<file path="src/rtl/axis_step_generator_pkg.sv">
// Shared types and helpers for the single-axis step generator.
// Period helpers saturate so a ramp can never wrap around 32 bits.
package axis_step_generator_pkg;

  typedef enum logic [2:0] {
    ST_IDLE   = 3'd0,
    ST_LOAD   = 3'd1,
    ST_ACCEL  = 3'd2,
    ST_CRUISE = 3'd3,
    ST_DECEL  = 3'd4,
    ST_DONE   = 3'd5
  } state_e;

  localparam int PAR_STEPS = 0;
  localparam int PAR_P0    = 1;
  localparam int PAR_PMIN  = 2;
  localparam int PAR_DELTA = 3;
  localparam int PAR_RAMP  = 4;

  localparam int DEFAULT_PULSE_W = 10;

  function automatic logic [31:0] max32(input logic [31:0] a, input logic [31:0] b);
    return (a > b) ? a : b;
  endfunction

  function automatic logic [31:0] min32(input logic [31:0] a, input logic [31:0] b);
    return (a < b) ? a : b;
  endfunction

  // p - d, never below floor f and never underflowing
  function automatic logic [31:0] sub_floor(input logic [31:0] p, input logic [31:0] d,
                                            input logic [31:0] f);
    if (d >= p) return f;
    return max32(p - d, f);
  endfunction

  // p + d computed in 33 bits, clamped to ceiling c
  function automatic logic [31:0] add_clamp(input logic [31:0] p, input logic [31:0] d,
                                            input logic [31:0] c);
    logic [32:0] sum;
    sum = {1'b0, p} + {1'b0, d};
    return (sum > {1'b0, c}) ? c : sum[31:0];
  endfunction

endpackage

</file>
<file path="src/rtl/axis_step_generator_step_timer.sv">
// Period down-counter and pulse-width counter for one step output.
// due is high while the period counter sits at zero; fire restarts both counters.
module step_timer
  import axis_step_generator_pkg::*;
#(
  parameter int PULSE_W = DEFAULT_PULSE_W
) (
  input  logic        clk,
  input  logic        rst_n,
  input  logic        load,
  input  logic        fire,
  input  logic [31:0] period,
  output logic        due,
  output logic        step
);

  logic [31:0] cnt_q, cnt_d;
  logic [31:0] pw_q, pw_d;
  logic        step_q, step_d;

  always_comb begin
    cnt_d  = cnt_q;
    pw_d   = pw_q;
    step_d = step_q;
    if (load)              cnt_d = '0;
    else if (fire)         cnt_d = period - 32'd1;
    else if (cnt_q != '0)  cnt_d = cnt_q - 32'd1;
    // pulse runs independently of the period so an abort never clips it
    if (fire) begin
      step_d = 1'b1;
      pw_d   = 32'(PULSE_W - 1);
    end else if (pw_q != '0) begin
      pw_d = pw_q - 32'd1;
    end else begin
      step_d = 1'b0;
    end
  end

  always_ff @(posedge clk or negedge rst_n) begin
    if (!rst_n) begin
      cnt_q  <= '0;
      pw_q   <= '0;
      step_q <= 1'b0;
    end else begin
      cnt_q  <= cnt_d;
      pw_q   <= pw_d;
      step_q <= step_d;
    end
  end

  assign due  = (cnt_q == '0);
  assign step = step_q;

endmodule

</file>
<file path="src/rtl/axis_step_generator.sv">
// Trapezoidal step generator: accel/cruise/decel ramp of step periods for one axis.
// First step 2 cycles after start; finish is held until start is released.
module axis_step_generator
  import axis_step_generator_pkg::*;
#(
  parameter int PULSE_W = DEFAULT_PULSE_W
) (
  input  logic        clk,
  input  logic        reset,
  input  logic        start,
  input  logic        abort,
  input  logic [31:0] par [0:4],
  output logic        step,
  output logic        dir,
  output logic        busy,
  output logic [31:0] steps_done,
  output logic        finish
);

  localparam logic [31:0] PW2 = 32'(2 * PULSE_W);

  state_e      state_q, state_d;
  logic [31:0] n_q, n_d, p_q, p_d, p0_q, p0_d, f_q, f_d, d_q, d_d;
  logic [31:0] na_q, na_d, cend_q, cend_d, steps_done_q, steps_done_d;
  logic        dir_q, dir_d, finish_q, finish_d;
  logic        fire, tmr_load, due;
  logic [31:0] fire_per, s_abs, na_ld, nd_ld;

  always_comb begin
    state_d      = state_q;
    n_d          = n_q;
    p_d          = p_q;
    p0_d         = p0_q;
    f_d          = f_q;
    d_d          = d_q;
    na_d         = na_q;
    cend_d       = cend_q;
    steps_done_d = steps_done_q;
    dir_d        = dir_q;
    finish_d     = finish_q;
    fire         = 1'b0;
    tmr_load     = 1'b0;
    fire_per     = p_q;
    s_abs        = par[PAR_STEPS][31] ? (~par[PAR_STEPS] + 32'd1) : par[PAR_STEPS];
    na_ld        = min32(par[PAR_RAMP], s_abs >> 1);
    nd_ld        = min32(par[PAR_RAMP], s_abs - na_ld);

    case (state_q)
      ST_IDLE: begin
        finish_d = 1'b0;
        if (start) state_d = ST_LOAD;
      end
      ST_LOAD: begin
        tmr_load     = 1'b1;
        n_d          = s_abs;
        dir_d        = par[PAR_STEPS][31];
        p_d          = max32(par[PAR_P0], PW2);
        p0_d         = max32(par[PAR_P0], PW2);
        f_d          = max32(par[PAR_PMIN], PW2);
        d_d          = par[PAR_DELTA];
        na_d         = na_ld;
        cend_d       = s_abs - nd_ld;
        steps_done_d = '0;
        if (s_abs == '0)       state_d = ST_DONE;
        else if (na_ld != '0)  state_d = ST_ACCEL;
        else                   state_d = ST_CRUISE;
      end
      ST_ACCEL, ST_CRUISE, ST_DECEL: begin
        // decel steps rise with the lengthened period already applied
        if (state_q == ST_DECEL) fire_per = add_clamp(p_q, d_q, p0_q);
        if (abort) begin
          state_d = ST_DONE;
        end else if (due) begin
          if (steps_done_q == n_q) begin
            state_d  = ST_DONE;
            finish_d = 1'b1;
          end else begin
            fire         = 1'b1;
            steps_done_d = steps_done_q + 32'd1;
            p_d          = fire_per;
            if (state_q == ST_ACCEL) begin
              p_d = sub_floor(p_q, d_q, f_q);
              if (steps_done_d == na_q) state_d = (cend_q > na_q) ? ST_CRUISE : ST_DECEL;
            end else if (state_q == ST_CRUISE) begin
              if (steps_done_d >= cend_q) state_d = ST_DECEL;
            end
          end
        end
      end
      ST_DONE: begin
        // finish stays up at least one cycle before start may release it
        if (finish_q && !start) begin
          state_d  = ST_IDLE;
          finish_d = 1'b0;
        end else begin
          finish_d = 1'b1;
        end
      end
      default: state_d = ST_IDLE;
    endcase
  end

  always_ff @(posedge clk or negedge reset) begin
    if (!reset) begin
      state_q      <= ST_IDLE;
      n_q          <= '0;
      p_q          <= '0;
      p0_q         <= '0;
      f_q          <= '0;
      d_q          <= '0;
      na_q         <= '0;
      cend_q       <= '0;
      steps_done_q <= '0;
      dir_q        <= 1'b0;
      finish_q     <= 1'b0;
    end else begin
      state_q      <= state_d;
      n_q          <= n_d;
      p_q          <= p_d;
      p0_q         <= p0_d;
      f_q          <= f_d;
      d_q          <= d_d;
      na_q         <= na_d;
      cend_q       <= cend_d;
      steps_done_q <= steps_done_d;
      dir_q        <= dir_d;
      finish_q     <= finish_d;
    end
  end

  step_timer #(.PULSE_W(PULSE_W)) u_timer (
    .clk    (clk),
    .rst_n  (reset),
    .load   (tmr_load),
    .fire   (fire),
    .period (fire_per),
    .due    (due),
    .step   (step)
  );

  assign dir        = dir_q;
  assign busy       = (state_q == ST_LOAD) || (state_q == ST_ACCEL) ||
                      (state_q == ST_CRUISE) || (state_q == ST_DECEL);
  assign steps_done = steps_done_q;
  assign finish     = finish_q;

endmodule

</file>
<file path="config.mk">
export PLATFORM = sky130hd
export DESIGN_NAME = axis_step_generator
export DESIGN_NICKNAME = d
export VERILOG_FILES = /design/src/rtl/axis_step_generator_pkg.sv /design/src/rtl/axis_step_generator_step_timer.sv /design/src/rtl/axis_step_generator.sv
export SDC_FILE = /design/constraint.sdc
export NUM_CORES = 1
export LEC_CHECK = 0
export CORE_MARGIN = 4
export CORE_UTILIZATION = 41
export DETAILED_ROUTE_END_ITERATION = 12
export PLACE_DENSITY_LB_ADDON = 0.08
export SLEW_MARGIN = 20
export SYNTH_ARGS = -nofsm -noshare
export SYNTH_HDL_FRONTEND = slang
export SYNTH_SLANG_ARGS = --single-unit
</file>
<file path="constraint.sdc">
create_clock -name clk -period 9.1 [get_ports clk]
set_input_delay 0.91 -clock clk [delete_from_list [all_inputs] [get_ports clk]]
set_output_delay 0.91 -clock clk [all_outputs]
set_load 0.01 [all_outputs]
</file>
[Yosys cells after proc, flatten, opt, wreduce, memory -nomap -nowiden]
Index checks and enable logic that the tools add are counted.
Word-level totals
  flip-flop bits (word level): 326
  input port bits: 164
  output and inout bits: 36
  word-level logic and storage cells: 126
Cells by class
  add/sub/neg operators: 9
  order comparisons: 9
  eq/ne operators: 18
  multiplexer cells: 56
  bitwise logic cells: 1
  reductions and logical operators: 19
Operators with widths (count)
  two-way mux 32 bit: 23
  one-hot mux 32 bit (2 select lines): 2
  nonzero test 32 bit: 3
  subtractor 32 x 1 -> 32 bit, second input constant: 3
  subtractor 32 bit: 3
  adder 32 x 1 -> 32 bit, second input constant: 2
  equality test 32 bit: 2
  >= comparator 32 bit: 2
  > comparator 32 bit: 2
  > comparator 32 x 5 -> 1 bit, second input constant: 2
  zero test 32 bit: 2
  adder 32 x 32 -> 33 bit: 1
  > comparator 33 x 32 -> 1 bit: 1
  two-way mux 3 bit: 11
  < comparator 32 x 31 -> 1 bit: 1
  < comparator 32 bit: 1
  inverter 32 bit: 1
  two-way mux 1 bit: 18
  != test 5 bit, second input constant: 3
  != test 2 bit, second input constant: 7
  one-hot mux 3 bit (4 select lines): 1
  AND reduction 4 bit: 2
  equality test 3 x 2 -> 1 bit, second input constant: 2
  equality test 3 bit, second input constant: 2
  11 further kinds: 15

[Depth between registers and ports, before layout]
  word-level depth: 13
  mapped depth: 65
  gate-level depth less buffers: 61

[Modules after synthesis]
A second synthesis with hierarchy kept.
Unflattened totals
  cell total of the unflattened synthesis: 3602
  area total of the unflattened synthesis: 28980.3 µm²
By module, submodules not included
  axis_step_generator: times used 1, cells an instance 3164, area each 24985.2 µm², seq. area each 6531.3 µm²
  step_timer: times used 1, cells an instance 438, area each 3995.1 µm², seq. area each 1626.6 µm²

[Least setup slack after synthesis]
Ideal clock, no wire load.
  path kind: input-to-reg
  from: in par[136] in the netlist's numbering
  to: reg cend_q[31]
  setup time: 0.087 ns
  arrival: 13.318 ns
  required time: 9.013 ns
  setup slack: -4.304 ns
  stages on the path: 55
  path buffers: 3
  cells stage by stage: or4_1 > nand2b_1 > buf_2 > nor3_1 > nand2_1 > o41ai_1 > xnor2_1 > inv_1 > ha_1 > nand4_1 > nor4_1 > o211ai_1 > a2bb2oi_1 > a211oi_1 > o21ai_1 > nand2_1 > clkbuf_1 > mux2i_1 > (+19 left out) > o31a_1 > o21ai_1 > clkbuf_1 > mux2_2 > ha_1 > a21o_1 > a21oi_1 > a21oi_1 > a211oi_1 > o22ai_1 > o41ai_1 > o21ai_0 > a31oi_1 > o21ai_0 > a21oi_1 > nor3b_1 > mux2i_1 > o211ai_1
On the way
  cells in the longest elaborated chain, start to end: 9
RTL lines
  start: declaration: RTL line axis_step_generator.sv:12  | input logic [31:0] par [0:4],
  inverter 32 bit (*): RTL line axis_step_generator.sv:44  | s_abs = par[PAR_STEPS][31] ? (~par[PAR_STEPS] + 32'd1) : par[PAR_STEPS];
  adder 32 x 1 -> 32 bit (*): RTL line axis_step_generator.sv:44
  two-way mux 32 bit (*): RTL line axis_step_generator.sv:44
  via s_abs[26]: RTL line axis_step_generator.sv:27  | logic [31:0] fire_per, s_abs, na_ld, nd_ld;
  < comparator 32 x 31 -> 1 bit: RTL line axis_step_generator_pkg.sv:27  | return (a < b) ? a : b;
  two-way mux 32 bit: RTL line axis_step_generator_pkg.sv:27
  subtractor 32 bit: RTL line axis_step_generator.sv:46  | nd_ld = min32(par[PAR_RAMP], s_abs - na_ld);
  < comparator 32 bit: RTL line axis_step_generator_pkg.sv:27
  two-way mux 32 bit: RTL line axis_step_generator_pkg.sv:27
  subtractor 32 bit (*): RTL line axis_step_generator.sv:62  | cend_d = s_abs - nd_ld;
  end signal: assignment: RTL line axis_step_generator.sv:124  | cend_q <= cend_d;
  end: declaration: RTL line axis_step_generator.sv:24  | logic [31:0] na_q, na_d, cend_q, cend_d, steps_done_q, steps_done_d;
The timed path passes the listed nets; every way through them passes the cells marked *.
A chain may end at the register's enable or synchronous reset.

[Worst setup path in the final report]
  from: in par[133] in the netlist's numbering
  to: reg cend_q[28]
Same word-level chain as after synthesis.

==> out/metrics.cfg <==
[pwr]
p_per_area_nw_per_um2=421
peakVddDrop_v=0.000321
power_leakage_nw=18.0

[critical_path]
cp_num_cells=75
path_max_fanout=5
endpoint=cend_q[28]
startpoint=par[133]
cp.required_ns=9.52
worst-r2r-setup-slack_ns=1.19
path_class=input pin to flip-flop
cp-start-kind=input pin
critPathArrivalTime_ns=12.03
worstReg2RegEnd=u_timer.cnt_q[29]
cpPeakStageDelay_ns=0.43
critPathMostFrequentCell=buf_4
worst_path_dominant_cell_family=buffers and inverters
reg2reg_from=p_q[0]
cp-end-kind=flip-flop
path_buf_inv=36
crit_slowest_cell=or3_4
reg2reg_depth=27

[timing]
fin_ws_ns=-2.52
setup_viol=32
worst_slew_pin_slew_ns=1.15
fin_skew_ns=0.0239
drv_slew=0
hold_viol_final=0
rsz0062_at_grt=true
layout_min_cycle_time_ns=11.62
fin_setup_tns_ns=-55.95
fmax_mhz=86.1
fin_crit_sh=1.28
slew_headroom=0.229

[yosys]
syn_area_per_cell_sq_um=8.00
ys_top_cells_by_area=dfrtp_1 (28%), ha_1 (14%), o21ai_0 (6.9%), nand2_1 (5.1%), xnor2_1 (4.6%)
synth-seq-cells=326
synth-edff-count=0
synthMuxAreaShare=0.0212
syn_area_sq_um=29200
yosysTopAreaCell=dfrtp_1
synth_compound_area_frac=0.231
ys_top_cells_by_count=o21ai_0 (401), nand2_1 (395), dfrtp_1 (326)
synthFlopType=dfrtp_1
yosys.area_share.adder=0.140
ys_types=98
synthXorXnorAreaFrac=0.0796
synth_top_cell_area_share=0.280
ys_warn_count=0
synthArstFlopShare=1.00
syn_nets=4133
syn_inst=3645
yosys.cell_count.top_type=o21ai_0
synth_top_family_by_area=compound AO/OA/AOI/OAI gates
yosysSeqAreaShare=0.280
yosys.area_share.simple=0.186

[routing]
route.detailed.drc=0
via_per_inst=5.53
avgRoutedWirePerCell_microns=20.9
num_vias=28800
postRouteAntennaNets=0
wl_mm=109
drtIter0Drc=1831
dr.pass1.iters=5

[flow_run]
drv_cap=0

[cells_and_area]
fin_cells=5211
seq_area_sq_um=8160
antenna_cells=0
num-fill-cells=6670
drive_gt1_frac=0.193
fin_nets=4730
multi_input_area_sq_um=20300
area_delta_synth_final_pct=30.9
fin_area_sq_um=38200

[clocking]
cts_buffers=40
h-tree-depth=2
clk-insertion-delay-late_ns=0.58
clkTransAtPathRegs_ns=0.06
root_buffer=clkbuf_16
cts_tree=done
cts_hold_buf=0
cts.sinks=326
cts_buffer_depth=3

[status]
violations=setup timing
status=finished, violations left

[placement]
dpl_cell_area_sq_um=35400
hpwlAfterDp_mm=85.3
io_buffers=199
dp.cells=5061
gp_congestion=0.926
dp_slack_ns=-4.17

[floorplanning]
io_pins=200
fp.dieArea_sq_um=75500
dieHeight_microns=275
die_w_microns=275
coreArea_sq_um=70300
rows=97
initial_core_util=0.415

[global_routing]
grt_antenna_before_repair=1
overflow=0
grt_pass1_wl_mm=166
grt_use_met2=0.503
grt_util_met1=0.346
grt_pass1_vias=28597
grt_max_degree=135
grt.busiest_layer=met2
grt_usage=0.282
use_met3=0.0317

[min_path]
min_path_type=input pin to asynchronous set/reset pin

report_power, final:
| group | switching [W] | total, W | internal [W] |
|---|---|---|---|
| sequential | 0.000548 | 0.00263 | 0.00208 |
| combinational | 0.00709 | 0.0118 | 0.00470 |
| clock | 0.000677 | 0.00167 | 0.000992 |
repair_timing:
action                     CTS  global route
resized for setup          128            88
gates cloned                 0             1
setup buffers               61            19
pin swaps                  108            79
setup endpoints to repair   32            32
worst min-delay path by stage:
stage	from	to	slack [ns]	cells after the start
floorplan	p0_q[24]	p0_q[24]	0.45	1
global placement	na_q[29]	na_q[29]	0.46	2
detailed placement	p0_q[24]	p0_q[24]	0.47	1
CTS	reset	f_q[20]	0.24	1
global route	reset	f_q[20]	0.27	1
finish	reset	f_q[20]	0.24	1
final cells by class:
class,count,share of cell area
multi-input cells,2850,0.532
flip-flops and latches,326,0.214
repair buffers,717,0.158
well taps,940,0.0308
inverters,307,0.0302
clock buffers,54,0.0297
clock inverters,17,0.00570
cells by family (layout without fill, tap and decap cells):
kind of cell               count (synthesis)  after routing
and+or+nand+nor                         1123           1123
AOI/OAI and AO/OA                       1079           1079
buffers and inverters                    469           1095
DFF                                      326            326
adders and majority gates                325            325
xor gates and xnor gates                 265            265
muxes                                     58             58
registers in the layout, indices dropped and copies added (netlist names):
register       flops
u_timer.pw_q      32
finish             1
n_q               32
na_q              32
p0_q              32
u_timer.step       1
f_q               32
dir                1
p_q               32
state_q            3
steps_done        32
d_q               32
u_timer.cnt_q     32
cend_q            32
stage by stage:
step	util	hold WS (ns)	power (W)
floorplan	-	0.449	0.00997
global placement	0.504	0.464	0.0138
detailed placement	0.504	0.468	0.0138
CTS	0.536	0.242	0.0158
global route	0.543	0.265	0.0174
finish	0.543	0.240	0.0161
metal layers:
metal / part of all wire / wire, microns
met2: 0.49 / 53500
met3: 0.039 / 4310
met1: 0.42 / 46100
met4: 0.048 / 5250
met5: 0.00012 / 13
cell usage in the layout (no fill, tap or decap), types with 148 or more instances in the layout:
cell	netlist	layout
a21oi_1	235	214
nor2_1	223	216
nand2_1	395	383
ha_1	320	302
o21ai_0	401	350
inv_1	303	299
dfrtp_1	326	326
xnor2_1	154	148
clkdlybuf4s50_1	0	182
buf_4	5	493
(Power assumes the default switching activity.)
